`config.mk`:
```
export PLATFORM = sky130hd
export DESIGN_NAME = multicycle_ctrl_fsm
export DESIGN_NICKNAME = d
export VERILOG_FILES = /design/src/rtl/ctrl_pkg.sv /design/src/rtl/ctrl_next_state.sv /design/src/rtl/multicycle_ctrl_fsm.sv
export SDC_FILE = /design/constraint.sdc
export NUM_CORES = 1
export LEC_CHECK = 0
export BUFFER_PORTS_ARGS = -buffer_cell sky130_fd_sc_hd__buf_2
export CAP_MARGIN = 10
export CORE_MARGIN = 5
export CORE_UTILIZATION = 25
export DETAILED_ROUTE_END_ITERATION = 6
export PLACE_DENSITY = 0.62
export SYNTH_ARGS = -nofsm -noshare
export SYNTH_HDL_FRONTEND = slang
export SYNTH_SLANG_ARGS = --single-unit
```
`constraint.sdc`:
```
create_clock -name clk -period 2.7 [get_ports clk]
set_input_delay 0.405 -clock clk [delete_from_list [all_inputs] [get_ports clk]]
set_output_delay 0.405 -clock clk [all_outputs]
set_load 0.01 [all_outputs]
```
`src/rtl/ctrl_pkg.sv`:
```
// Multicycle RV32I control: shared state, opcode and control encodings.
// Imported by ctrl_next_state and multicycle_ctrl_fsm.
package ctrl_pkg;

  typedef enum logic [3:0] {
    S_IF      = 4'd0,
    S_ID      = 4'd1,
    S_EX_R    = 4'd2,
    S_EX_I    = 4'd3,
    S_EX_LDSD = 4'd4,
    S_EX_B    = 4'd5,
    S_EX_JAL  = 4'd6,
    S_EX_JALR = 4'd7,
    S_WB_R    = 4'd8,
    S_MEM_LD  = 4'd9,
    S_MEM_SD  = 4'd10,
    S_MEM_B   = 4'd11,
    S_WB_LD   = 4'd12,
    S_EC      = 4'd13,
    S_HALT    = 4'd14,
    S_TRAP    = 4'd15
  } state_e;

  localparam logic [6:0] OP_R      = 7'b0110011;
  localparam logic [6:0] OP_I      = 7'b0010011;
  localparam logic [6:0] OP_LOAD   = 7'b0000011;
  localparam logic [6:0] OP_STORE  = 7'b0100011;
  localparam logic [6:0] OP_BRANCH = 7'b1100011;
  localparam logic [6:0] OP_JAL    = 7'b1101111;
  localparam logic [6:0] OP_JALR   = 7'b1100111;
  localparam logic [6:0] OP_SYSTEM = 7'b1110011;

  localparam logic [1:0] ALU_ADD = 2'b00;
  localparam logic [1:0] ALU_BR  = 2'b01;
  localparam logic [1:0] ALU_FN  = 2'b10;

  localparam logic [1:0] SRCB_RS2 = 2'b00;
  localparam logic [1:0] SRCB_4   = 2'b01;
  localparam logic [1:0] SRCB_IMM = 2'b10;

  typedef struct packed {
    logic       pc_write;
    logic       i_or_d;
    logic       mem_req;
    logic       mem_read;
    logic       mem_write;
    logic       ir_write;
    logic       mem_to_reg;
    logic       pc_source;
    logic [1:0] alu_op;
    logic       alu_src_a;
    logic [1:0] alu_src_b;
    logic       reg_write;
  } ctrl_t;

  function automatic state_e decode(
    input logic [6:0] op
  );
    state_e s;
    unique case (op)
      OP_R:      s = S_EX_R;
      OP_I:      s = S_EX_I;
      OP_LOAD:   s = S_EX_LDSD;
      OP_STORE:  s = S_EX_LDSD;
      OP_BRANCH: s = S_EX_B;
      OP_JAL:    s = S_EX_JAL;
      OP_JALR:   s = S_EX_JALR;
      OP_SYSTEM: s = S_EC;
      default:   s = S_TRAP;
    endcase
    return s;
  endfunction

endpackage

```
`src/rtl/ctrl_next_state.sv`:
```
// Combinational next-state function of the multicycle control FSM.
// In: i_state, i_opcode, i_bcond, i_mem_ready, i_halt_req, i_timeout. Out: o_next.
module ctrl_next_state
  import ctrl_pkg::*;
(
  input  state_e     i_state,
  input  logic [6:0] i_opcode,
  input  logic       i_bcond,
  input  logic       i_mem_ready,
  input  logic       i_halt_req,
  input  logic       i_timeout,
  output state_e     o_next
);

  always_comb begin
    o_next = i_state;
    if (i_timeout) begin
      o_next = S_TRAP;
    end else begin
      unique case (i_state)
        S_IF: begin
          if (i_mem_ready) o_next = S_ID;
        end
        S_ID: o_next = decode(i_opcode);
        S_EX_R,
        S_EX_I: o_next = S_WB_R;
        S_EX_LDSD: begin
          if (i_opcode == OP_LOAD) o_next = S_MEM_LD;
          else                     o_next = S_MEM_SD;
        end
        S_EX_B: begin
          if (i_bcond) o_next = S_MEM_B;
          else         o_next = S_IF;
        end
        S_MEM_LD: begin
          if (i_mem_ready) o_next = S_WB_LD;
        end
        S_MEM_SD: begin
          if (i_mem_ready) o_next = S_IF;
        end
        S_WB_R,
        S_WB_LD,
        S_MEM_B,
        S_EX_JAL,
        S_EX_JALR: o_next = S_IF;
        S_EC: begin
          if (i_halt_req) o_next = S_HALT;
          else            o_next = S_IF;
        end
        S_HALT,
        S_TRAP: o_next = i_state;
        default: o_next = S_TRAP;
      endcase
    end
  end

endmodule

```
`src/rtl/multicycle_ctrl_fsm.sv`:
```
// Multicycle RV32I control FSM: IF/ID/EX/MEM/WB sequencing, memory wait
// timeout, illegal-opcode trap, ECALL halt.
// Ports: clk, reset (async active-low), opcode, alu_bcond, mem_ready,
// halt_req in; datapath enables/selects, sticky flags and counters out.
// Optional feature macro: CTRL_PERF_CNT_EN (cycle_cnt / instret_cnt).
module multicycle_ctrl_fsm
  import ctrl_pkg::*;
#(
  parameter int ALUOP_W = 2,
  parameter int WAIT_W  = 4,
  parameter int CNT_W   = 32
) (
  input  logic               clk,
  input  logic               reset,
  input  logic [6:0]         opcode,
  input  logic               alu_bcond,
  input  logic               mem_ready,
  input  logic               halt_req,
  output logic               pc_write,
  output logic               i_or_d,
  output logic               mem_req,
  output logic               mem_read,
  output logic               mem_write,
  output logic               ir_write,
  output logic               mem_to_reg,
  output logic               pc_source,
  output logic [ALUOP_W-1:0] alu_op,
  output logic               alu_src_a,
  output logic [1:0]         alu_src_b,
  output logic               reg_write,
  output logic               illegal_inst,
  output logic               halted,
  output logic               mem_timeout,
  output logic [CNT_W-1:0]   cycle_cnt,
  output logic [CNT_W-1:0]   instret_cnt
);

  localparam logic [WAIT_W-1:0] WAIT_MAX = '1;

  state_e            r_state;
  state_e            w_next;
  logic [WAIT_W-1:0] r_wait;
  logic              r_illegal;
  logic              r_halted;
  logic              r_timeout;
  ctrl_t             w_ctl;
  ctrl_t             w_out;
  logic              w_stall;
  logic              w_timeout;

  assign w_stall   = w_ctl.mem_req && !mem_ready;
  assign w_timeout = w_stall && (r_wait == WAIT_MAX);

  ctrl_next_state u_ns (
    .i_state     (r_state),
    .i_opcode    (opcode),
    .i_bcond     (alu_bcond),
    .i_mem_ready (mem_ready),
    .i_halt_req  (halt_req),
    .i_timeout   (w_timeout),
    .o_next      (w_next)
  );

  always_ff @(posedge clk or negedge reset) begin
    if (!reset) begin
      r_state <= S_IF;
    end else begin
      r_state <= w_next;
    end
  end

  // Wait counter only advances while a request is stalled in one state.
  always_ff @(posedge clk or negedge reset) begin
    if (!reset) begin
      r_wait <= '0;
    end else if ((w_next != r_state) || !w_stall) begin
      r_wait <= '0;
    end else if (r_wait != WAIT_MAX) begin
      r_wait <= r_wait + 1'b1;
    end
  end

  always_ff @(posedge clk or negedge reset) begin
    if (!reset) begin
      r_illegal <= 1'b0;
      r_halted  <= 1'b0;
      r_timeout <= 1'b0;
    end else begin
      if ((r_state == S_ID) && (w_next == S_TRAP))
        r_illegal <= 1'b1;
      if (w_next == S_HALT)
        r_halted <= 1'b1;
      if (w_timeout)
        r_timeout <= 1'b1;
    end
  end

  // PC+4 for WB/store retire is recomputed by the ALU from PC, since
  // ALUOut has been overwritten by the execute result by then.
  always_comb begin
    w_ctl = '0;
    unique case (r_state)
      S_IF: begin
        w_ctl.mem_req  = 1'b1;
        w_ctl.mem_read = 1'b1;
        w_ctl.ir_write = mem_ready;
      end
      S_ID: begin
        w_ctl.alu_op    = ALU_ADD;
        w_ctl.alu_src_b = SRCB_4;
      end
      S_EX_R: begin
        w_ctl.alu_op    = ALU_FN;
        w_ctl.alu_src_a = 1'b1;
        w_ctl.alu_src_b = SRCB_RS2;
      end
      S_EX_I: begin
        w_ctl.alu_op    = ALU_FN;
        w_ctl.alu_src_a = 1'b1;
        w_ctl.alu_src_b = SRCB_IMM;
      end
      S_WB_R: begin
        w_ctl.reg_write = 1'b1;
        w_ctl.pc_write  = 1'b1;
        w_ctl.alu_src_b = SRCB_4;
      end
      S_EX_LDSD: begin
        w_ctl.alu_op    = ALU_ADD;
        w_ctl.alu_src_a = 1'b1;
        w_ctl.alu_src_b = SRCB_IMM;
      end
      S_MEM_LD: begin
        w_ctl.mem_req  = 1'b1;
        w_ctl.mem_read = 1'b1;
        w_ctl.i_or_d   = 1'b1;
      end
      S_WB_LD: begin
        w_ctl.reg_write  = 1'b1;
        w_ctl.mem_to_reg = 1'b1;
        w_ctl.pc_write   = 1'b1;
        w_ctl.alu_src_b  = SRCB_4;
      end
      S_MEM_SD: begin
        w_ctl.mem_req   = 1'b1;
        w_ctl.mem_write = 1'b1;
        w_ctl.i_or_d    = 1'b1;
        w_ctl.pc_write  = mem_ready;
        w_ctl.alu_src_b = SRCB_4;
      end
      S_EX_B: begin
        w_ctl.alu_op    = ALU_BR;
        w_ctl.alu_src_a = 1'b1;
        w_ctl.alu_src_b = SRCB_RS2;
        w_ctl.pc_write  = !alu_bcond;
        w_ctl.pc_source = !alu_bcond;
      end
      S_MEM_B: begin
        w_ctl.pc_write  = 1'b1;
        w_ctl.alu_src_b = SRCB_IMM;
      end
      S_EX_JAL: begin
        w_ctl.reg_write = 1'b1;
        w_ctl.pc_write  = 1'b1;
        w_ctl.alu_src_b = SRCB_IMM;
      end
      S_EX_JALR: begin
        w_ctl.reg_write = 1'b1;
        w_ctl.pc_write  = 1'b1;
        w_ctl.alu_src_a = 1'b1;
        w_ctl.alu_src_b = SRCB_IMM;
      end
      S_EC: begin
        w_ctl.pc_write  = !halt_req;
        w_ctl.pc_source = !halt_req;
      end
      default: w_ctl = '0;
    endcase
  end

  // Gate with reset so a pending request drops without a clock edge.
  assign w_out = reset ? w_ctl : '0;

  assign pc_write     = w_out.pc_write;
  assign i_or_d       = w_out.i_or_d;
  assign mem_req      = w_out.mem_req;
  assign mem_read     = w_out.mem_read;
  assign mem_write    = w_out.mem_write;
  assign ir_write     = w_out.ir_write;
  assign mem_to_reg   = w_out.mem_to_reg;
  assign pc_source    = w_out.pc_source;
  assign alu_op       = ALUOP_W'(w_out.alu_op);
  assign alu_src_a    = w_out.alu_src_a;
  assign alu_src_b    = w_out.alu_src_b;
  assign reg_write    = w_out.reg_write;
  assign illegal_inst = r_illegal;
  assign halted       = r_halted;
  assign mem_timeout  = r_timeout;

`ifdef CTRL_PERF_CNT_EN
  logic [CNT_W-1:0] r_cycle;
  logic [CNT_W-1:0] r_instret;
  logic             w_run;
  logic             w_retire;

  assign w_run    = (r_state != S_HALT) && (r_state != S_TRAP);
  assign w_retire = (w_next == S_IF) && (r_state != S_IF);

  always_ff @(posedge clk or negedge reset) begin
    if (!reset) begin
      r_cycle   <= '0;
      r_instret <= '0;
    end else begin
      if (w_run)    r_cycle   <= r_cycle + 1'b1;
      if (w_retire) r_instret <= r_instret + 1'b1;
    end
  end

  assign cycle_cnt   = r_cycle;
  assign instret_cnt = r_instret;
`else
  assign cycle_cnt   = '0;
  assign instret_cnt = '0;
`endif

endmodule

```
### Word level (Yosys, flattened, before mapping)

Index checks and enable logic that the tools add are counted.

* bits in registers: 11
* output and inout bits: 81

* add/sub/neg operators: 1
* equality and inequality tests: 28
* multiplexer cells: 24
* reduce and logical (&&, ||, !) cells: 21

Operators by type and width (number)
* $eq A4 B4 Y1 const B: 11
* $pmux W4 S10: 1
* $mux W4: 8
* $eq A7 B7 Y1 const B: 4
* $pmux W4 S7: 1
* $eq A4 B3 Y1 const B: 4
* $reduce_or A5 Y1: 3
* $eq A7 B6 Y1 const B: 2
* $mux W14: 1
* $reduce_or A2 Y1: 5
* $eq A4 B2 Y1 const B: 2
* $mux W1: 8
* $pmux W2 S2: 2
* $reduce_or A4 Y1: 2
* $eq A7 B2 Y1 const B: 1
* $eq A7 B5 Y1 const B: 1
* $add A4 B1 Y4 const B: 1
* $eq A4 B1 Y1 const B: 1
* $logic_not A1 Y1: 4
* $logic_not A4 Y1: 1
* $ne A4 B4 Y1: 1
* $ne A4 B4 Y1 const B: 1
* $pmux W1 S4: 1
* $logic_and A1 B1 Y1: 3
* other kinds (5): 5

### Logic depth before layout (Yosys ltp)

Gate-level depths: netlist (run 1).

* depth in word-level cells: 9
* gate-level depth with buffers: 7

### By module

Synthesis (run 1) repeated with hierarchy kept, for this count alone.

* cell total of the unflattened synthesis: 194
* area, all modules: 1556.5 µm²

Modules (own cells, without submodules)
* multicycle_ctrl_fsm: times used 1, cells each 147, area an instance 1248.7 µm²
* ctrl_next_state: times used 1, cells each 47, area an instance 307.8 µm²

### Least setup slack after synthesis (run 1)

Ideal clock, no wire load.

* path type: register -> register
* start point: reg r_state[0]
* end point: reg r_halted (netlist: halted)
* arrival: 1871 ps
* slack: 708 ps
* cell stages (with the launch flop): 7
* buffers on the path: 1
* period minus slack after synthesis: 1992 ps
* cells stage by stage: dfrtp_1 -> buf_6 -> nor2b_4 -> and3_1 -> or3_1 -> or4_4 -> a41o_1

* cells in the longest elaborated chain, start to end: 7

Ends and longest elaborated chain
* start, declared: line multicycle_ctrl_fsm.sv:40 `state_e r_state;`
* start signal, assigned: line multicycle_ctrl_fsm.sv:68 `r_state <= w_next;`
* parallel branches: the longest is 5 deep, another holds $pmux W4 S10
* $mux W4 *: line ctrl_next_state.sv:17 `if (i_timeout) begin`
* named net u_ns.o_next[3]: line ctrl_next_state.sv:12 `output state_e o_next`
* $eq A4 B4 Y1 *: line multicycle_ctrl_fsm.sv:91 `if (w_next == S_HALT)`
* end signal, assigned: line multicycle_ctrl_fsm.sv:86 `r_halted <= 1'b0;`
* end signal, assigned: line multicycle_ctrl_fsm.sv:92 `r_halted <= 1'b1;`
* end, declared: line multicycle_ctrl_fsm.sv:44 `logic r_halted;`

Mark *: on every way through the listed nets, which the timed path passes.
A chain may end at the register's enable or synchronous reset.

### Final worst setup path (run 1)

Same ends and word-level chain as after synthesis.

==> summary.md, run 1 <==
| Metric | Value |
|---|---|
| Avg Synthesized Cell Area | `7.84 µm²` |
| Initial core utilization | `25.3%` |
| Initial antenna violation count | `0` |
| Fin nets | `226` |
| FILL cells | `666` |
| I/O pins | `93` |
| Slew @ Worst Pin | `561 ps` |
| Syn Inst Count | `189` |
| Sequential share of the synthesized area | `18.6%` |
| Share of cells above drive strength 1 | `20.8%` |
| Multi-input gate area | `901 µm²` |
| Synthesized area | `1480 µm²` |
| Number of max-cap violations | `0` |
| RSZ-0062 raised after global routing | `false` |
| Wire length on met1 | `1210 µm` |
| Synth area leader | `buf_4` |
| Sink Count | `11` |
| Status | `finished clean` |
| Top_reg_cell synth | `dfrtp_1` |
| Crit path max fanout | `16` |
| Req. time, crit path | `2820 ps` |
| Clock Root Buffer | `clkbuf_8` |
| DR iter-0 viols | `55` |
| CTS tree | `yes` |
| Setup bufs post-CTS | `0` |
| Synth-to-Final Area Change | `0.0843%` |
| All-Layer GR Usage | `7.57%` |
| Die H | `87.0 µm` |
| Synth cell types | `43` |
| Hold Path Class | `in -> async` |
| Mean number of vias per cell | `3.95` |
| Crit path launch type | `flop` |
| Max Buffers Root-to-Sink | `2` |
| Routed len/inst | `10.6 µm` |
| DRC violations left | `0` |
| Storage cell area | `275 µm²` |
| Crit path kind | `reg -> reg` |
| Worst hold slack | `91.8 ps` |
| Die Wd | `87.0 µm` |
| Grt ovf | `0` |
| Largest net degree at the start of global routing | `24` |
| Commonest non-fill, non-tap cells in the layout | `conb_1 (64), buf_2 (28), nor2_1 (13), dfrtp_1 (11), and3_1 (9)` |
| Later-pin clock latency in the skew report | `230 ps` |
| Crit. End Element | `flop` |
| Final WL | `3050 µm` |
| Via count of the routed design | `1133` |
| Max layer used | `met3` |
| # resized after CTS | `0` |
| FP Rows | `28` |
| Clk slew on worst S/H paths | `50 ps` |
| CTS Buf Count | `3` |
| Reg2reg start | `r_state[0]` |
| Hold bufs inserted after CTS | `0` |
| Routed length on met2 | `1400 µm` |
| Vias in the first global route | `1017` |
| Fin Setup TNS | `0 ps` |
| Slew HR | `62.6%` |
| Core box area | `5850 µm²` |
| First-pass GRT wire length | `4620 µm` |
| Pins Over Slew Limit | `0` |
| #FFs+latches synth | `11` |
| Post-synth top area share | `32.9%` |
| Fmax | `0.442 GHz` |
| EDFF count, synth | `0` |
| Full die area | `7570 µm²` |
| Final min period | `2260 ps` |
| Synth Warn # | `0` |
| Power Density | `708 nW/µm²` |
| Async SR Flop Fraction | `100%` |
| First drt pass iteration count | `4` |
| Synth area leaders | `buf_4 (33%), dfrtp_1 (19%), and3_1 (3.8%), nor2_1 (3.3%), nor2b_1 (2.1%)` |
| Commonest non-fill, non-tap cell in the layout | `conb_1` |
| Setup-failing EPs final | `0` |
| Critical path arrival | `2390 ps` |
| ANT cells | `0` |
| Antenna-violating nets left | `0` |
| I/O Buffers | `28` |
| Endpoints failing hold | `0` |
| Static leakage | `0.797 nW` |
| Final worst path period share | `83.9%` |
| HPWL after DPL | `2500 µm` |
| WL met3 | `440 µm` |
| Worst VDD drop | `0.222 mV` |
| Worst setup path start | `r_state[0]` |
| Routability cong. | `0.792` |
| Max H-tree Level | `1` |
| Clock skew | `2.90 ps` |
==> worst max-delay path, cell delays in order (launching register included) <==
cell     delay, ps
dfrtp_1        560
nor2b_4        230
and3_1         180
or3_1          390
or4_4          550
a41o_1         250
==> final cells by class <==
| type | count | area share, % |
|---|---|---|
| Clock buffer | 3 | 2.78 |
| Clock inverter | 1 | 0.338 |
| Inverter | 3 | 0.759 |
| Multi-Input combinational cell | 164 | 60.8 |
| Sequential cell | 11 | 18.6 |
| Tap cell | 75 | 6.33 |
| Timing Repair Buffer | 30 | 10.5 |
==> sequential cells by signal (all words and copies together), names as in the netlist <==
name and flops:
mem_timeout 1, r_state 4, illegal_inst 1, r_wait 4, halted 1
==> cell families (layout without fill, tap and decap cells) <==
| group | after synthesis | count (layout) | share of synthesized area, % |
|---|---|---|---|
| compound gates | 21 | 21 | 9.38 |
| xor+xnor | 4 | 4 | 2.37 |
| fa+ha+maj | 1 | 1 | 0.844 |
| buf+inv | 77 | 37 | 36.6 |
| flops | 11 | 11 | 18.6 |
| mux | 2 | 2 | 1.35 |
| other cells | 1 | 64 | 0.253 |
| simple gates | 72 | 72 | 30.7 |
==> synth_stat cells (2+ instances only) <==
| master | count |
|---|---|
| and4_1 | 3 |
| nor2_1 | 13 |
| buf_4 | 65 |
| a21o_1 | 2 |
| a311oi_1 | 2 |
| nor3_1 | 6 |
| or3_1 | 3 |
| nand3_1 | 2 |
| nor2b_1 | 5 |
| a31oi_1 | 4 |
| and3b_1 | 2 |
| xnor2_1 | 3 |
| a21oi_1 | 4 |
| and3_1 | 9 |
| inv_1 | 3 |
| nand2_1 | 8 |
| dfrtp_1 | 11 |
| nor2b_4 | 2 |
| clkbuf_1 | 6 |
| nor4b_1 | 3 |
| nor3b_1 | 3 |
| or2_2 | 4 |
| nand2b_1 | 2 |
| o21ai_0 | 4 |
| mux2i_1 | 2 |
==> metrics by stage <==
stage / total power [W] / cell area (µm²) / instances / setup slack [ps] / util (%)
after floorplan: 0.000820 / 1720 / 252 / 708 / -
after global placement: 0.000885 / 1440 / 283 / 494 / 24.6
after detailed placement: 0.000889 / 1440 / 283 / 467 / 24.6
after CTS: 0.00106 / 1480 / 287 / 440 / 25.3
after global routing: 0.00116 / 1480 / 287 / 329 / 25.3
final: 0.00105 / 1480 / 287 / 436 / 25.3
==> final timing paths <==
kind                            slack, ps          end  cells after the start
worst max register to register        440       halted                      5
worst min register to register        470  mem_timeout                      1
worst max-delay path                  440       halted                      5
max in group asynchronous            2330    r_wait[0]                      1
min in group clk                      470  mem_timeout                      1
worst min-delay path                   90    r_wait[1]                      1
==> metal layers <==
metal	track usage, %	vias to the layer above
met2	12.0	59
met3	3.60	0
met1	9.12	511
met4	2.12	0
li1	-	563
met5	0	-
==> power by group <==
group          switching (W)  total, W  internal, W
Combinational       0.000326  0.000588     0.000262
Clock              0.0000590  0.000160     0.000101
Sequential         0.0000922  0.000301     0.000209
Total               0.000477   0.00105     0.000572
(Power assumes the default switching activity.)
==> run 2: changes to the inputs <==
--- a/config.mk
+++ b/config.mk
@@ -5,12 +5,13 @@
 export SDC_FILE = /design/constraint.sdc
 export NUM_CORES = 1
 export LEC_CHECK = 0
+export ABC_AREA = 1
 export BUFFER_PORTS_ARGS = -buffer_cell sky130_fd_sc_hd__buf_2
 export CAP_MARGIN = 10
 export CORE_MARGIN = 5
 export CORE_UTILIZATION = 25
 export DETAILED_ROUTE_END_ITERATION = 6
-export PLACE_DENSITY = 0.62
+export PLACE_DENSITY = 0.64
 export SYNTH_ARGS = -nofsm -noshare
 export SYNTH_HDL_FRONTEND = slang
 export SYNTH_SLANG_ARGS = --single-unit
==> constraint.sdc (replaced) <==
create_clock -name clk -period 2 [get_ports clk]
set_input_delay 0.3 -clock clk [delete_from_list [all_inputs] [get_ports clk]]
set_output_delay 0.3 -clock clk [all_outputs]
set_load 0.01 [all_outputs]
==> run 2 against run 1 <==
Compared with the run above: power decreased by 48%; clock skew decreased by 1.3 ps; clock-buffer cell count increased by 1; largest cell class unchanged; highest routed layer is now met4.
==> summary.md, run 2 <==
| Metric | Value |
|---|---|
| Initial core utilization | `25.9% (was 25.3%)` |
| Async SR Flop Fraction | `100% (unchanged)` |
| I/O Buffers | `28 (unchanged)` |
| Later-pin clock latency in the skew report | `230 ps (about the same)` |
| Post-synth top area share | `33.4% (was 32.9%)` |
| Clock Root Buffer | `clkbuf_8 (unchanged)` |
| Full die area | `7360 µm² (was 7570 µm²)` |
| Avg Synthesized Cell Area | `6.53 µm² (was 7.84 µm²)` |
| Commonest non-fill, non-tap cell in the layout | `conb_1 (unchanged)` |
| Routed len/inst | `9.40 µm (was 10.6 µm)` |
| First-pass GRT wire length | `4730 µm (was 4620 µm)` |
| Antenna-violating nets left | `0 (unchanged)` |
| Share of cells above drive strength 1 | `20.2% (was 20.8%)` |
| DRC violations left | `0 (unchanged)` |
| Endpoints failing hold | `0 (unchanged)` |
| Sequential share of the synthesized area | `19.2% (was 18.6%)` |
| Final worst path period share | `91.4%` |
| Vias in the first global route | `1105 (was 1017)` |
| Reg2reg start | `r_state[1] (was r_state[0])` |
| #FFs+latches synth | `11 (unchanged)` |
| Max Buffers Root-to-Sink | `2 (unchanged)` |
| Via count of the routed design | `1230 (was 1133)` |
| Core box area | `5540 µm² (was 5850 µm²)` |
| Worst Slack Setup Final | `172 ps (was 436 ps)` |
| Clk slew on worst S/H paths | `50 ps (about the same)` |
| RSZ-0062 raised after global routing | `false (unchanged)` |
| Crit path kind | `reg -> out (was reg -> reg)` |
| Syn Inst Count | `220 (was 189)` |
| Crit path max fanout | `7 (was 16)` |
| Status | `finished clean (unchanged)` |
| HPWL after DPL | `2670 µm (was 2500 µm)` |
| Routability cong. | `0.888 (was 0.792)` |
| Top Registers | `r_state: 4 flops, r_wait: 4 flops (unchanged)` |
| Fin nets | `266 (was 226)` |
| Largest net degree at the start of global routing | `14 (was 24)` |
| Commonest cells in the netlist | `buf_4 (64), nand2_1 (45), inv_1 (21) (was buf_4 (65), nor2_1 (13), dfrtp_1 (11))` |
| Final core utilization | `26.7% (was 25.3%)` |
| Max H-tree Level | `1 (unchanged)` |
| Clock skew | `1.65 ps (was 2.90 ps)` |
| Synthesized area | `1440 µm² (was 1480 µm²)` |
| FILL cells | `627 (was 666)` |
| Initial antenna violation count | `0 (unchanged)` |
| Critical path arrival | `1530 ps (was 2390 ps)` |
| Worst setup path start | `r_state[3] (was r_state[0])` |
| CTS Buf Count | `3 (unchanged)` |
| Power Density | `365 nW/µm² (was 708 nW/µm²)` |
| Setup bufs post-CTS | `0 (unchanged)` |
| All-Layer GR Usage | `7.72% (was 7.57%)` |
| Synth cell types | `28 (was 43)` |
| Worst VDD drop | `0.231 mV (was 0.222 mV)` |
| Synth area leaders | `buf_4 (33%), dfrtp_1 (19%), nand2_1 (12%), inv_1 (5.5%), nor2_1 (5.0%) (was buf_4 (33%), dfrtp_1 (19%), and3_1 (3.8%), nor2_1 (3.3%), nor2b_1 (2.1%))` |
| Fin Setup TNS | `0 ps (unchanged)` |
| Hold_sp | `mem_ready` |
| Grt ovf | `0 (unchanged)` |
| Crit. End Element | `primary output (was flop)` |
| Final min period | `1830 ps` |
| CTS tree | `yes (unchanged)` |
| Crit path launch type | `flop (unchanged)` |
| Worst slack, placed | `288 ps (was 467 ps)` |
| Setup-failing EPs final | `0 (unchanged)` |
| Hold Path Class | `in -> reg (was in -> async)` |
| Pins Over Slew Limit | `0 (unchanged)` |
| Top_reg_cell synth | `dfrtp_1 (unchanged)` |
| DR iter-0 viols | `64 (was 55)` |
| Die Wd | `85.8 µm (was 87.0 µm)` |
| I/O pins | `93 (unchanged)` |
| Sink Count | `11 (unchanged)` |
| Commonest non-fill, non-tap cells in the layout | `conb_1 (64), nand2_1 (45), buf_2 (28), inv_1 (21), nor2_1 (19) (was conb_1 (64), buf_2 (28), nor2_1 (13), dfrtp_1 (11), and3_1 (9))` |
| Final WL | `3050 µm (about the same)` |
| Die H | `85.8 µm (was 87.0 µm)` |
| Mean number of vias per cell | `3.80 (was 3.95)` |
| ANT cells | `0 (unchanged)` |
| Synth Warn # | `0 (unchanged)` |
| Number of max-cap violations | `0 (unchanged)` |
| First drt pass iteration count | `4 (unchanged)` |
| Synth area leader | `buf_4 (unchanged)` |
| FP Rows | `27 (was 28)` |
| EDFF count, synth | `0 (unchanged)` |
| Synth-to-Final Area Change | `3.14% (was 0.0843%)` |
| Fmax | `0.547 GHz` |
| Req. time, crit path | `1700 ps (was 2820 ps)` |
| Count leader, synth | `buf_4 (unchanged)` |
| Static leakage | `0.866 nW (was 0.797 nW)` |
run 2: changes by cell type in the layout (fill, tap and decap cells not counted), moves of 5 or more:
cell     previous run  this run
and3_1              9         1
inv_1               3        21
inv_2               0         8
nand2_1             8        45
nand3_1             2        12
nor2_1             13        19
nor2b_1             5         0
run 2: cells by family (layout without fill, tap and decap cells):
family / after synthesis / count (layout) / synth area share [%]
AOI/OAI and AO/OA: 14 / 14 / 5.66
xor gates and xnor gates: 2 / 2 / 1.22
adders and majority gates: 1 / 1 / 0.871
buffers and inverters: 94 / 63 / 41.3
DFF: 11 / 11 / 19.2
other: 1 / 64 / 0.261
and+or+nand+nor: 97 / 97 / 31.5
run 2: path summary, 6_finish.rpt:
path / cells past startpoint / endpoint / slack (ps)
setup / recovery: 6 / alu_src_b[0] / 170
hold / removal: 5 / r_state[2] / 460
setup reg to reg: 9 / r_wait[2] / 290
hold reg to reg: 1 / r_wait[0] / 470
max in group asynchronous: 3 / halted / 1310
min in group asynchronous: 3 / r_state[3] / 540
run 2: per-stage QoR:
stage          std cells  hold slack, ps  total power (W)  cell area, µm²
2_1_floorplan        283            4.41         0.000389            1670
3_3_place_gp         319             240         0.000319            1430
3_5_place_dp         319             246         0.000320            1430
4_1_cts              324             460         0.000546            1480
5_1_grt              324             485         0.000579            1480
6_report             324             460         0.000541            1480
run 2: cell type report:
cell class | instances | area, µm² | share of cell area (%)
multi-input combinational | 178 | 805 | 54.3
tap | 72 | 90.1 | 6.08
inverter | 29 | 109 | 7.35
clock buffer | 4 | 45.0 | 3.04
sequential | 11 | 275 | 18.6
timing repair buffer | 30 | 158 | 10.6
run 2: timing repair:
action,in CTS,in global routing
endpoints found under the setup margin,0,0
hold endpoints to repair,11,0
resized for setup,0,0
hold buffers,1,0
run 2: layer usage:
metal	track usage [%]	part of all wire [%]	wire length, µm
met1	9.81	43	1300
met2	12.6	46	1390
met3	1.54	10	304
met4	3.45	1.9	57
met5	0	0	0
run 2: power breakdown:
| group | total [W] | internal (W) | leakage, nW | switching (W) |
|---|---|---|---|---|
| combinational | 0.0000979 | 0.0000159 | 0.721 | 0.0000820 |
| sequential | 0.000223 | 0.000223 | 0.122 | 0.000000210 |
| clock | 0.000220 | 0.000140 | 0.0228 | 0.0000800 |
| total | 0.000541 | 0.000379 | 0.866 | 0.000162 |
run 2: critical path, stage by stage (launching register included):
cell     delay, ps
dfrtp_1        450
inv_2          140
nand2_1        100
nor2_2         210
inv_1          100
a31oi_1        140
buf_2          150
==> run 3: changes to the inputs <==
--- a/config.mk
+++ b/config.mk
@@ -11,7 +11,7 @@
 export CORE_MARGIN = 5
 export CORE_UTILIZATION = 25
 export DETAILED_ROUTE_END_ITERATION = 6
-export PLACE_DENSITY = 0.64
+export PLACE_DENSITY = 0.62
 export SYNTH_ARGS = -nofsm -noshare
 export SYNTH_HDL_FRONTEND = slang
 export SYNTH_SLANG_ARGS = --single-unit
==> constraint.sdc (replaced) <==
create_clock -name clk -period 1.9 [get_ports clk]
set_input_delay 0.285 -clock clk [delete_from_list [all_inputs] [get_ports clk]]
set_output_delay 0.285 -clock clk [all_outputs]
set_load 0.01 [all_outputs]
==> run 3 against run 2 <==
Compared with the run above: worst setup slack worse by 74 ps; hold slack got worse by 4.7 ps; non-clock buffer count grew 4; critical path depth is 1 lower; sequential power grew 5%; flip-flop and latch count stayed put; cell area increased by 2.9%; critical endpoint is now mem_to_reg.
==> summary.md, run 3 (synthesized netlist as in run 2, its figures left out) <==
| Metric | Value |
|---|---|
| Post-route insts no fill | `328 (was 324)` |
| First-pass GRT wire length | `4550 µm (was 4730 µm)` |
| First drt pass iteration count | `4 (unchanged)` |
| Worst R2R End | `r_wait[1] (was r_wait[2])` |
| Crit path max-delay cell type | `dlygate4sd3_1 (was dfrtp_1)` |
| CTS tree | `yes (unchanged)` |
| Largest net degree at the start of global routing | `14 (unchanged)` |
| Crit path kind | `in -> out (was reg -> out)` |
| Critical path arrival | `1520 ps (was 1530 ps)` |
| HPWL after DPL | `2690 µm (was 2670 µm)` |
| Crit. End Element | `primary output (unchanged)` |
| Stages on worst setup path | `5 (was 6)` |
| Storage cell area | `278 µm² (was 275 µm²)` |
| Hold endpoint | `mem_timeout (was r_state[2])` |
| Max H-tree Level | `1 (unchanged)` |
| RSZ-0062 raised after global routing | `true (was false)` |
| Full die area | `7360 µm² (unchanged)` |
| Buf+Inv Stages, Crit Path | `4 (was 3)` |
| Commonest non-fill, non-tap cell in the layout | `conb_1 (unchanged)` |
| Final min period | `1800 ps` |
| Clock Root Buffer | `clkbuf_8 (unchanged)` |
| R2R Setup Slk | `250 ps (was 290 ps)` |
| Vias in the first global route | `1050 (was 1105)` |
| Pins Over Slew Limit | `0 (unchanged)` |
| Initial core utilization | `25.9% (unchanged)` |
| Req. time, crit path | `1620 ps (was 1700 ps)` |
| Cell Chain, Critical Path | `dlygate4sd3_1, buf_2, inv_1, nor3_1, buf_2 (was inv_2, nand2_1, nor2_2, inv_1, a31oi_1, buf_2)` |
| Later-pin clock latency in the skew report | `240 ps (was 230 ps)` |
| Crit path launch type | `input port (was flop)` |
| FILL cells | `648 (was 627)` |
| Final Power | `0.000569 W (was 0.000541 W)` |
| Fmax | `0.555 GHz` |
| I/O pins | `93 (unchanged)` |
| Final core utilization | `27.5% (was 26.7%)` |
| Status | `finished clean (unchanged)` |
| Final worst path period share | `94.8%` |
| Power Density | `373 nW/µm² (was 365 nW/µm²)` |
| Grt ovf | `0 (unchanged)` |
| Worst path top cell family by delay | `buffers and inverters (was flip-flops)` |
| Synth-to-Final Area Change | `6.10% (was 3.14%)` |
| Setup-failing EPs final | `0 (unchanged)` |
| Reg2reg start | `r_state[3] (was r_state[1])` |
| Fin nets | `270 (was 266)` |
| Worst Slack Setup Final | `98.6 ps (was 172 ps)` |
| Crit path max fanout | `13 (was 7)` |
| Share of cells above drive strength 1 | `23.0% (was 20.2%)` |
| ANT cells | `0 (unchanged)` |
| All-Layer GR Usage | `7.32% (was 7.72%)` |
| DRC violations left | `0 (unchanged)` |
| Die Wd | `85.8 µm (unchanged)` |
| Worst slack, placed | `194 ps (was 288 ps)` |
| Max incr delay on CP | `540 ps (was 450 ps)` |
| Static leakage | `0.884 nW (was 0.866 nW)` |
| Top Registers | `r_state: 4 flops, r_wait: 4 flops (unchanged)` |
| Worst VDD drop | `0.193 mV (was 0.231 mV)` |
| I/O Buffers | `28 (unchanged)` |
| Routed len/inst | `9.48 µm (was 9.40 µm)` |
| Antenna-violating nets left | `0 (unchanged)` |
| Core box area | `5540 µm² (unchanged)` |
| R2R cell count | `10 (was 9)` |
| Endpoints failing hold | `0 (unchanged)` |
| Die H | `85.8 µm (unchanged)` |
| Clock skew | `5.76 ps (was 1.65 ps)` |
| Clk slew on worst S/H paths | `50 ps (about the same)` |
| Routability cong. | `0.874 (was 0.888)` |
| Multi-input gate area | `815 µm² (was 805 µm²)` |
| Final WL | `3110 µm (was 3050 µm)` |
| Commonest non-fill, non-tap cells in the layout | `conb_1 (64), nand2_1 (45), buf_2 (28), inv_1 (21), nor2_1 (18) (was conb_1 (64), nand2_1 (45), buf_2 (28), inv_1 (21), nor2_1 (19))` |
| Hold Path Class | `reg -> reg (was in -> reg)` |
| CTS Buf Count | `3 (unchanged)` |
| FP Rows | `27 (unchanged)` |
| Post-Place Cells | `321 (was 319)` |
| Number of max-cap violations | `0 (unchanged)` |
| Mean number of vias per cell | `3.77 (was 3.80)` |
| Sink Count | `11 (unchanged)` |
| Hold_sp | `mem_timeout (was mem_ready)` |
| Via count of the routed design | `1236 (was 1230)` |
| Worst path most repeated cell | `buf_2` |
| Max Buffers Root-to-Sink | `2 (unchanged)` |
| Hold depth | `2 (was 5)` |
| DR iter-0 viols | `62 (was 64)` |
| Initial antenna violation count | `0 (unchanged)` |
## run 3: changes by cell type in the layout (fill, tap and decap cells not counted)
| cell | delta |
|---|---|
| buf_4 | +4 |
| dfrtp_1 | -2 |
| dfrtp_2 | +2 |
| a41oi_1 | -1 |
| a41oi_2 | +1 |
| nor2_1 | -1 |
| nor2_2 | +1 |
## run 3: worst min-delay path: stages (launching register included)
cell and delay (ps):
dfrtp_1 330, inv_1 40, nand2_1 50
## run 3: what timing repair did
| action | in CTS | in global routing |
|---|---|---|
| setup buffers | 0 | 2 |
| endpoints found under the hold margin | 11 | 0 |
| setup endpoints to repair | 0 | 2 |
| hold buffers | 1 | 0 |
| gates resized for setup | 0 | 4 |
## run 3: through the flow
step / setup TNS (ps) / hold WS (ps) / area [µm²]
3_3_place_gp: 0 / 228 / 1440
5_1_grt: -77.8 / 493 / 1520
3_5_place_dp: 0 / 233 / 1440
2_1_floorplan: 0 / -10.6 / 1670
4_1_cts: 0 / 451 / 1500
6_report: 0 / 456 / 1520
## run 3: worst max path at each step
| stage | startpoint | end | slack, ps |
|---|---|---|---|
| 3_3_place_gp | r_state[1] | halted | 220 |
| 3_5_place_dp | opcode[3] | r_wait[1] | 190 |
| 2_1_floorplan | r_state[1] | r_wait[2] | 420 |
| 5_1_grt | r_state[3] | pc_write | -60 |
| 4_1_cts | r_state[3] | pc_write | 80 |
| 6_report | reset | mem_to_reg | 100 |
## run 3: power by group
| group | internal, W | switching [W] |
|---|---|---|
| clock network | 0.000147 | 0.0000832 |
| registers | 0.000235 | 0.000000220 |
| logic | 0.0000167 | 0.0000870 |
## run 3: layout make-up
| cell class | instances | share of cell area, % |
|---|---|---|
| Multi-Input combinational cell | 178 | 53.4 |
| Tap cell | 72 | 5.91 |
| Clock buffer | 4 | 2.96 |
| Timing Repair Buffer | 34 | 12.3 |
| Inverter | 29 | 7.14 |
| Sequential cell | 11 | 18.2 |
## run 3: per-layer routing
| layer | vias to the layer above | global-route usage, % | part of all wire [%] |
|---|---|---|---|
| li1 | 633 | - | - |
| met1 | 540 | 10.3 | 42 |
| met2 | 61 | 11.4 | 46 |
| met3 | 2 | 1.25 | 11 |
| met4 | 0 | 2.16 | 0.48 |
| met5 | - | 0 | 0 |
